$ cat src/rtl/data_cache_line_sequencer.sv
// Line-level refill/writeback sequencer between the data cache controller and the banked cache block.
// Writeback support is compiled in only when DCACHE_WRITEBACK_EN is defined; otherwise the block is refill-only.
module data_cache_line_sequencer #(
    parameter int  CACHE_CHIP  = 4,
    parameter int  INDEX_WIDTH = 7,
    parameter int  PORT_WIDTH  = 32,
    localparam int CHIP_ADDR   = $clog2(CACHE_CHIP)
) (
    input  logic                   clk_i,
    input  logic                   rst_n_i,
    input  logic                   refill_req_i,
    input  logic                   writeback_req_i,
    input  logic [INDEX_WIDTH-1:0] index_i,
    output logic                   busy_o,
    output logic                   done_o,
    input  logic [PORT_WIDTH-1:0]  mem_data_i,
    input  logic                   mem_valid_i,
    output logic                   mem_ready_o,
    output logic [PORT_WIDTH-1:0]  wb_data_o,
    output logic                   wb_valid_o,
    input  logic                   wb_ready_i,
    output logic                   port0_write_o,
    output logic [CHIP_ADDR-1:0]   port0_bank_select_o,
    output logic [INDEX_WIDTH-1:0] port0_address_o,
    output logic [3:0]             port0_byte_write_o,
    output logic [PORT_WIDTH-1:0]  port0_data_o,
    output logic                   port1_read_o,
    output logic [CHIP_ADDR-1:0]   port1_bank_select_o,
    output logic [INDEX_WIDTH-1:0] port1_address_o,
    input  logic [PORT_WIDTH-1:0]  port1_data_i
);

`ifdef DCACHE_WRITEBACK_EN
    typedef enum logic [2:0] {
        IDLE     = 3'd0,
        REFILL   = 3'd1,
        WB_READ  = 3'd2,
        WB_LATCH = 3'd3,
        WB_SEND  = 3'd4,
        DONE     = 3'd5
    } state_t;
`else
    typedef enum logic [2:0] {
        IDLE     = 3'd0,
        REFILL   = 3'd1,
        DONE     = 3'd5
    } state_t;
`endif

    localparam logic [CHIP_ADDR-1:0] CNT_LAST = CHIP_ADDR'(CACHE_CHIP - 1);

    state_t                 state;
    logic [CHIP_ADDR-1:0]   cnt;
    logic [INDEX_WIDTH-1:0] index_q;
    logic                   cnt_last;

`ifdef DCACHE_WRITEBACK_EN
    logic                   pend_refill;
    logic [PORT_WIDTH-1:0]  wb_q;
`else
    logic                   unused_wb_inputs;
    assign unused_wb_inputs = ^{writeback_req_i, wb_ready_i, port1_data_i};
`endif

    assign cnt_last = (cnt == CNT_LAST);

    always_ff @(posedge clk_i or negedge rst_n_i) begin
        if (!rst_n_i) begin
            state       <= IDLE;
            cnt         <= '0;
            index_q     <= '0;
`ifdef DCACHE_WRITEBACK_EN
            pend_refill <= 1'b0;
            wb_q        <= '0;
`endif
        end else begin
            case (state)
                IDLE: begin
`ifdef DCACHE_WRITEBACK_EN
                    if (writeback_req_i) begin
                        index_q     <= index_i;
                        pend_refill <= refill_req_i;
                        cnt         <= '0;
                        state       <= WB_READ;
                    end else
`endif
                    if (refill_req_i) begin
                        index_q <= index_i;
                        cnt     <= '0;
                        state   <= REFILL;
                    end
                end
                REFILL: begin
                    if (mem_valid_i) begin
                        if (cnt_last) begin
                            state <= DONE;
                        end else begin
                            cnt <= cnt + 1'b1;
                        end
                    end
                end
`ifdef DCACHE_WRITEBACK_EN
                WB_READ: begin
                    state <= WB_LATCH;
                end
                WB_LATCH: begin
                    wb_q  <= port1_data_i;
                    state <= WB_SEND;
                end
                WB_SEND: begin
                    if (wb_ready_i) begin
                        if (cnt_last) begin
                            // A queued refill reuses the latched index and takes over the line.
                            if (pend_refill) begin
                                pend_refill <= 1'b0;
                                cnt         <= '0;
                                state       <= REFILL;
                            end else begin
                                state <= DONE;
                            end
                        end else begin
                            cnt   <= cnt + 1'b1;
                            state <= WB_READ;
                        end
                    end
                end
`endif
                DONE: begin
                    state <= IDLE;
                end
                default: begin
                    state <= IDLE;
                end
            endcase
        end
    end

    assign busy_o      = (state != IDLE);
    assign done_o      = (state == DONE);
    assign mem_ready_o = (state == REFILL);

    // Refill data is a combinational pass-through, gated so idle outputs stay at zero.
    assign port0_write_o       = (state == REFILL) && mem_valid_i;
    assign port0_bank_select_o = cnt;
    assign port0_address_o     = index_q;
    assign port0_byte_write_o  = {4{port0_write_o}};
    assign port0_data_o        = port0_write_o ? mem_data_i : '0;

    assign port1_bank_select_o = cnt;
    assign port1_address_o     = index_q;

`ifdef DCACHE_WRITEBACK_EN
    assign port1_read_o = (state == WB_READ);
    assign wb_valid_o   = (state == WB_SEND);
    assign wb_data_o    = wb_q;
`else
    assign port1_read_o = 1'b0;
    assign wb_valid_o   = 1'b0;
    assign wb_data_o    = '0;
`endif

endmodule

$ cat config.mk
export PLATFORM = sky130hd
export DESIGN_NAME = data_cache_line_sequencer
export DESIGN_NICKNAME = d
export VERILOG_FILES = /design/src/rtl/data_cache_line_sequencer.sv
export SDC_FILE = /design/constraint.sdc
export NUM_CORES = 1
export LEC_CHECK = 0
export ABC_CLOCK_PERIOD_IN_PS = 1770
export CAP_MARGIN = 20
export CORE_UTILIZATION = 22
export CTS_CLUSTER_SIZE = 10
export DETAILED_ROUTE_END_ITERATION = 10
export HOLD_SLACK_MARGIN = 0.1
export PLACE_DENSITY = 0.81
export SLEW_MARGIN = 20
export SYNTH_ARGS = -nofsm -noshare
export SYNTH_HDL_FRONTEND = slang
export SYNTH_SLANG_ARGS = --single-unit
export TNS_END_PERCENT = 20
$ cat constraint.sdc
create_clock -name clk_i -period 1.77 [get_ports clk_i]
set_input_delay 0.354 -clock clk_i [delete_from_list [all_inputs] [get_ports clk_i]]
set_output_delay 0.354 -clock clk_i [all_outputs]
set_load 0.05 [all_outputs]
==> results.md, run 1 <==
* Final cell count without fillers at around 260
* Post-synth top area cell: buf_4
* Root Driver: clkbuf_8
* Die W at just over 70 um
* Sequential power share at between 10 and 15%
* Final period demand of the worst path at 1.757 ns
* Max-cap violations at 0
* ANT nets after route at 0
* Comb power frac at a little over four fifths
* GP Congestion at 0.7350
* Psw at about 2.4 mW
* Total die area at ~0.0050 mm^2
* GRT Util Overall at about an eighth
* Clock Skew at a little under 0.005 ns
* Total Power at ~4.3 mW
* Fillers at between 300 and 400
* Placed Cells at roughly 260
* Mean Syn Cell Area at 8.930 um^2
* Crit share post-route at between 90% and 100%
* Status: finished, violations left
* Number of diodes at 0
* Slew @ Worst Pin at between 0.5 and 0.6 ns
* Wire length per cell at about 12 um
* Placement row count at 24
* Fin. max-slew vios at 0
* Largest net degree at the start of global routing at 34
* CTS tree: built
* Post-Syn Area at ~0.0010 mm^2
* H-tree levels at 1
* Setup CP Type: reg -> out
* Initial antenna violation count at 0
* Failing checks: DRC
* Final net count at approximately 290
* Io pins at around 170
* Worst setup EP type: output port
* Compound-Gate Fraction of Synth Area at 0.8383%
* Leak Pwr at ~1.2 nW
* First-pass GRT wire length at 4692 um
* Clock-pin transition on the worst setup and hold timing paths at approximately 0.05 ns
* Clk buf depth at 2
* DR vias/cell at 3.943
* Post-route cell area at 0.002356 mm^2
* Hold-fix buffers at CTS at 0
* DR pass1 iterations at 9
* Ratio of cells with drive above 1 in the final layout at between 40 and 50%
* Internal power at 1.956 mW
* # setup viols final at 0
* Startpoint Class: flip-flop
* Area contributors post-synth: buf_4 34%, dfrtp_1 26%, and3_1 20%, mux2_2 8.6%, nor3b_4 1.8%
* GR Overflow Total at 0
* Number of DRC markers in iteration 0 at 33
* Post-synthesis instance total at ~120
* Clock power frac at roughly 5.7%
* Synth Area in Adders at 1.198%
* VDD IR max at roughly 1.0 mV
* Initial core utilization at between 20% and 30%
* Worst skew pair latency at about 0.23 ns
* Max Clk Rate at 569.2 MHz
* Total Routed Length at just over 3000 um
* Req. time, crit path at between 1 and 1.5 ns
* Seq/Total Area, Yosys at 26.35%
* CTS buffer count at 3
* Setup TNS at 0 ns
* Pwr/cell area at between 1500 and 2000 mW/mm^2
* Post-CTS Repair Setup Buffers at 0
* Hpwl dp at between 2000 and 3000 um
* Clock Sinks at 11
* Vias at around 1000
* Normalized max-slew margin at approximately 66%
* Vias in the first global route at 934
* Core area at 0.004444 mm^2
* Sw frac at 54.59%
* Crit-path max FO at 33
* Largest family of logic cells by synthesized area: buffers and inverters
* RSZ-0062 raised after global routing: true
* Multiplexer area fraction after synthesis at between 8 and 9%
* Synth top area share at between 30% and 40%
* Xor and xnor area share after synthesis at 0%
* Cell variety after synth at 16
* YS warnings at 0
* DRC violation count after routing at 2
* Synthesis-stage register bit count at 11
* Cell Area, Placed at 0.002306 mm^2
* Area growth from synthesis to layout at 125.5%
* Final Hold Fails at 0
* Die H at a little over 70 um
* Post-Synth Simple-Gate Area at 26.35%
* Hold Crit Class: in -> async
* Critical Path AT at about 1.4 ns
* # port buffers at 100
[Yosys cell counts, drive strengths merged]
cell type and n:
mux2 8, ha 1, and2b 1, clkbuf 5
buf 48, dfrtp 11, a22o 1, nor3b 1
and3 33, and4bb 1, conb 1, or2 1
and2 2, nor2 3
[sequential cells by signal, summed over array words and instances (netlist names)]
register and flops:
port0_address_o 7, port0_bank_select_o 2, state 2
[what timing repair did]
action / 4_1_cts / 5_1_grt
endpoints found under the hold margin: 0 / 0
setup endpoints to repair: 36 / 32
gates resized for setup: 1 / 2
gates cloned: 0 / 0
[through the flow]
stage | worst slack (ns) | utilization, % | hold WS (ns)
final | 0.01327 | 53.01 | 0.4562
after global routing | -0.03701 | 53.01 | 0.4913
after CTS | 0.0002910 | 52.87 | 0.4715
after detailed placement | -0.08564 | 51.89 | 0.5381
after global placement | -0.07645 | 51.89 | 0.5219
after floorplan | -0.1030 | - | 0.05841
[per-layer routing]
metal / up-vias / wire (um) / part of all wire, % / global-route usage, %
met2: 67 / 1775 / 57 / 22.97
met5: - / 0 / 0 / 0
met1: 464 / 1087 / 35 / 12.77
met4: 0 / 45 / 1.5 / 4.222
li1: 498 / - / - / -
met3: 4 / 191 / 6.2 / 1.852
[final timing paths]
check	cells past startpoint	from	slack [ns]	endpoint
setup / recovery	4	state[2]$_DFFE_PN0P_	0.01	port0_data_o[20]
hold / removal	1	rst_n_i	0.46	port0_address_o[1]$_DFFE_PN0P_
min in group clk_i	1	port0_address_o[6]$_DFFE_PN0P_	0.54	port0_address_o[6]$_DFFE_PN0P_
setup reg to reg	4	port0_bank_select_o[0]$_DFFE_PN0P_	0.37	port0_bank_select_o[0]$_DFFE_PN0P_
hold reg to reg	1	port0_address_o[6]$_DFFE_PN0P_	0.54	port0_address_o[6]$_DFFE_PN0P_
max in group asynchronous	1	rst_n_i	0.97	port0_address_o[3]$_DFFE_PN0P_
[critical path, cell delays in order (launching register included)]
cell and delay [ns]:
dfrtp_1 0.37, and2b_2 0.24, buf_12 0.16, and3_1 0.23
buf_12 0.15
[logic make-up (layout without fill, tap and decap cells)]
| logic type | count (synthesis) | after routing |
|---|---|---|
| multiplexers | 8 | 8 |
| adder cells (fa/ha/maj) | 1 | 1 |
| AND/OR/NAND/NOR | 42 | 42 |
| other | 1 | 34 |
| flip-flops | 11 | 11 |
| buffers and inverters | 53 | 113 |
| AO/OA/AOI/OAI | 1 | 1 |
[area by class of cell]
type / instances / area [um^2] / share of cell area [%]
clock buffers: 4 / 45.04 / 1.912
multi-input cells: 86 / 523.0 / 22.20
flip-flops and latches: 11 / 275.3 / 11.68
well taps: 52 / 65.06 / 2.762
repair buffers: 109 / 1448 / 61.44
[power by group through the flow]
stage               logic (mW)  clock network, mW  registers (mW)
finish                    3.59              0.244           0.472
global route              3.70              0.264           0.493
CTS                       3.60              0.254           0.475
detailed placement        3.60                  0           0.478
global placement          3.57                  0           0.470
floorplan                 1.94                  0           0.834
[cells in the final DEF (no fill, tap or decap)]
cell and instances:
buf_12 42, clkdlybuf4s50_1 41, conb_1 34, and3_1 30
buf_4 25, dfrtp_1 11, mux2_2 8, nor2_1 3
clkbuf_8 3, and2_1 2, and3_2 2, and2b_2 1
and3_4 1, or2_2 1, and4bb_2 1, nor3b_4 1
a22o_1 1, ha_1 1, clkbuf_1 1, dlygate4sd2_1 1
(Power assumes the default switching activity.)
==> inputs of run 2 (changes only) <==
Settings changed: CAP_MARGIN 20 to not set.
==> results of run 2 <==
Final layout, timing and power as in run 1 (identical DEF).
==> edit 1: new RTL, flow settings as in run 1 <==
The parameter `PORT_WIDTH` goes from 32 to 16.
--- a/src/rtl/data_cache_line_sequencer.sv
+++ b/src/rtl/data_cache_line_sequencer.sv
@@ -3,7 +3,7 @@
 module data_cache_line_sequencer #(
     parameter int  CACHE_CHIP  = 4,
     parameter int  INDEX_WIDTH = 7,
-    parameter int  PORT_WIDTH  = 32,
+    parameter int  PORT_WIDTH  = 16,
     localparam int CHIP_ADDR   = $clog2(CACHE_CHIP)
 ) (
     input  logic                   clk_i,
Ports: changed (resized mem_data_i, port0_data_o, port1_data_i and wb_data_o); port bits go from 169 to 105. The function was not compared with the original's and may differ.
==> edit 1 against run 1 <==
Core utilization fell by 3.1 points; combinational power fell by 23%; die area fell by 21%; total power fell by 19%; final area fell by 27%; wire length fell by 27%; worst setup slack improved by 0.075 ns; sequential cell count did not move; synthesized area fell by 22%; global-route usage fell by 1.1 points; sequential power rose by 2%; critical path type unchanged.
==> edit 1: results <==
group,metric,value,unit
critical_path,r2r_end,"port0_address_o[1]",
synth,ys_top_cells_by_area,"dfrtp_1 (34%), buf_4 (29%), and3_1 (13%), mux2_2 (11%), nor3b_4 (2.3%)",
power,p_int,1600,uW
global_routing,grt_pass1_vias,709,
drt,dr_total_vias,733,
critical_path,rrSetupSlack,0.33,ns
global_routing,grt_pass1_wl,3.46,mm
place,pre_cts_ws,0.0153,ns
critical_path,arrival,1.33,ns
place,dpl.cell_count,184,
critical_path,slowest_delay,0.43,ns
status,outcome,"completed",
power,pg_clk,249,uW
drt,via_per_inst,3.82,
critical_path,path_max_fanout,10,
critical_path,r2r-start,"state[2]",
sta,max_slew.worst_pin.slew,0.506,ns
synth,synth.distinct_cells,17,
synth,synth-seq-area-share,33.7,%
synth,synth_common_cells,"buf_4 (32), and3_1 (17), dfrtp_1 (11), mux2_2 (8), nor2_1 (2)",
power,p_comb,2760,uW
critical_path,cp_top_family,"flip-flops",
synth,yosysWarnings,0,
cts,cts_buffers,3,
sta,fin_skew,0.00642,ns
place,gp_congestion,0.649,
power,p_per_area,2030,mW/mm2
layout,drive_above_1_share,47.9,%
synth,syn_avg_cell_area,9.96,um2
drt,dr.pass1.iters,2,
place,hpwl,1.78,mm
global_routing,grt_max_degree,20,
critical_path,slowest_stage,"dfrtp_2",
power,leakage,0.000843,uW
sta,whs,0.457,ns
drt,drt_iter0_markers,7,
global_routing,grt.total_usage,10.7,%
drt,wire_per_inst,11.8,um
edit 1: changes by cell type in the layout (fill, tap and decap cells not counted), moves of 13 or more:
cell | run 1 | this run
and3_1 | 30 | 17
clkdlybuf4s50_1 | 41 | 25
conb_1 | 34 | 18
buf_12 | 42 | 24
edit 1: logic make-up (layout without fill, tap and decap cells):
logic type	after synthesis	count (layout)	share of synthesized area, %
fa+ha+maj	1	1	1.53
mux	8	8	11.0
flops	11	11	33.7
simple gates	26	26	21.7
buf+inv	34	81	30.5
other cells	1	18	0.459
compound gates	1	1	1.07
edit 1: worst max path at each step:
stage / from / end / slack [ns] / depth (start not counted)
6_report: state[2] / port0_write_o / 0.09 / 4
3_5_place_dp: mem_valid_i / port0_write_o / 0.02 / 4
3_3_place_gp: mem_valid_i / port0_byte_write_o[1] / 0.02 / 4
4_1_cts: state[2] / port0_data_o[7] / 0.006 / 4
5_1_grt: state[2] / port0_write_o / 0.03 / 4
2_1_floorplan: state[0] / port0_byte_write_o[0] / 0.03 / 5
edit 1: routing by layer:
metal | share of wire (%) | up-vias | GRT usage [%]
met2 | 56 | 31 | 19.5
met5 | 0 | - | 0
met3 | 5.1 | 0 | 0.730
li1 | - | 356 | -
met4 | 0 | 0 | 4.07
met1 | 39 | 346 | 13.0
edit 1: final cells by class:
| class | instances | area [um2] | share of cell area [%] |
|---|---|---|---|
| Tap cell | 46 | 57.6 | 3.35 |
| Timing Repair Buffer | 77 | 971 | 56.6 |
| Multi-Input combinational cell | 54 | 367 | 21.4 |
| Clock buffer | 4 | 45.0 | 2.62 |
| Sequential cell | 11 | 277 | 16.1 |
edit 1: repair_timing:
item	CTS	global route
resized for setup	4	3
setup endpoints to repair	15	20
endpoints found under the hold margin	0	0
cloned	1	1
pin swaps	1	1
buffers inserted	1	1
==> edit 2: new RTL, config.mk and constraints of run 1 <==
Without the edit above. Encoding of `state_t`: now one-hot (3 bits for 3 states).
--- a/src/rtl/data_cache_line_sequencer.sv
+++ b/src/rtl/data_cache_line_sequencer.sv
@@ -41,9 +41,9 @@
     } state_t;
 `else
     typedef enum logic [2:0] {
-        IDLE     = 3'd0,
-        REFILL   = 3'd1,
-        DONE     = 3'd5
+        IDLE     = 3'b001,
+        REFILL   = 3'b010,
+        DONE     = 3'b100
     } state_t;
 `endif
 
Formal check against the unedited RTL: no difference found for any inputs over 10 cycles, from zero or initial values and one cycle with rst_n_i low; not proved beyond that.
==> edit 2 against run 1 <==
The flow finishes with violations (setup timing); global-route usage fell by 0.28 points; final area rose by 12%; wire length rose by 3.5%; synthesized area rose by 7.8%; die area rose by 7.6%; total power fell by 18%; largest power group unchanged; first-iteration DRC count fell by 64%; worst setup slack got worse by 0.16 ns; maximum frequency fell by 8.2%; highest routed layer unchanged; hold slack got worse by 0.0028 ns; sequential cell count rose by 1.
==> edit 2: results <==
group,metric,value,unit
status,outcome,"complete, but fails checks",
status,violations,"setup timing",
drt,wl_met3,398,um
drt,dr.pass1.iters,2,
global_routing,grt.total_usage,11.5,%
global_routing,grt_pass1_wl,4.71,mm
place,placed_area,0.00235,mm2
sta,tns,-4.78,ns
drt,met2_length,1.78,mm
critical_path,r2r_end,"port0_bank_select_o[1]",
drt,dr_total_vias,1052,
sta,fin_skew,0.000436,ns
sta,setup_violations,37,
global_routing,grt_max_degree,13,
critical_path,path_max_fanout,8,
place,dpl.cell_count,273,
sta,relSlewSlack,66.1,%
drt,wire_per_inst,11.2,um
global_routing,grt_pass1_vias,955,
sta,whs,0.453,ns
critical_path,r2r-start,"state[0]",
synth,synth_compound_area_share,0.667,%
drt,routed_wl,3.21,mm
critical_path,arrival,1.56,ns
power,ir_drop,1.29,mV
cts,cts-resized-gates,40,
synth,yosys.area_share.adder,1.11,%
place,pre_cts_ws,-0.260,ns
cts,cts_setup_buffers,5,
sta,layout_setup_ws,-0.145,ns
power,p_per_area,1330,mW/mm2
drt,drt-met1-wl,1.01,mm
global_routing,use_met2,23.0,%
place,gp_congestion,0.634,
drt,drt_iter0_markers,12,
critical_path,crit_path_end,"port0_data_o[19]",
global_routing,use_met1,11.4,%
synth,synth.distinct_cells,20,
global_routing,grtUsageMet3,3.16,%
-- edit 2: area by class of cell --
cell class              count  area (um2)
well taps                  67        83.8
flip-flops and latches     12         302
fillers                   413        2170
clock buffers               4        55.1
repair buffers            114        1550
multi-input cells          89         654
-- edit 2: logic make-up after synthesis --
| kind of cell | count (synthesis) |
|---|---|
| compound gates | 1 |
| fa+ha+maj | 1 |
| buf+inv | 51 |
| flops | 12 |
| mux | 9 |
| other cells | 1 |
| simple gates | 44 |
-- edit 2: worst max-delay path, cell delays in order, from the launching register on --
cell and delay, ns:
dfstp_2 0.52, and4bb_4 0.25, buf_12 0.14, buf_16 0.13
and2_4 0.14, buf_12 0.14
-- edit 2: power by group --
group / leakage [uW] / switching (uW) / total (uW) / internal (uW)
combinational: 0.00104 / 1600 / 2710 / 1110
clock: 0.0000288 / 99.3 / 296 / 196
sequential: 0.000146 / 108 / 512 / 405
total: 0.00122 / 1810 / 3520 / 1710
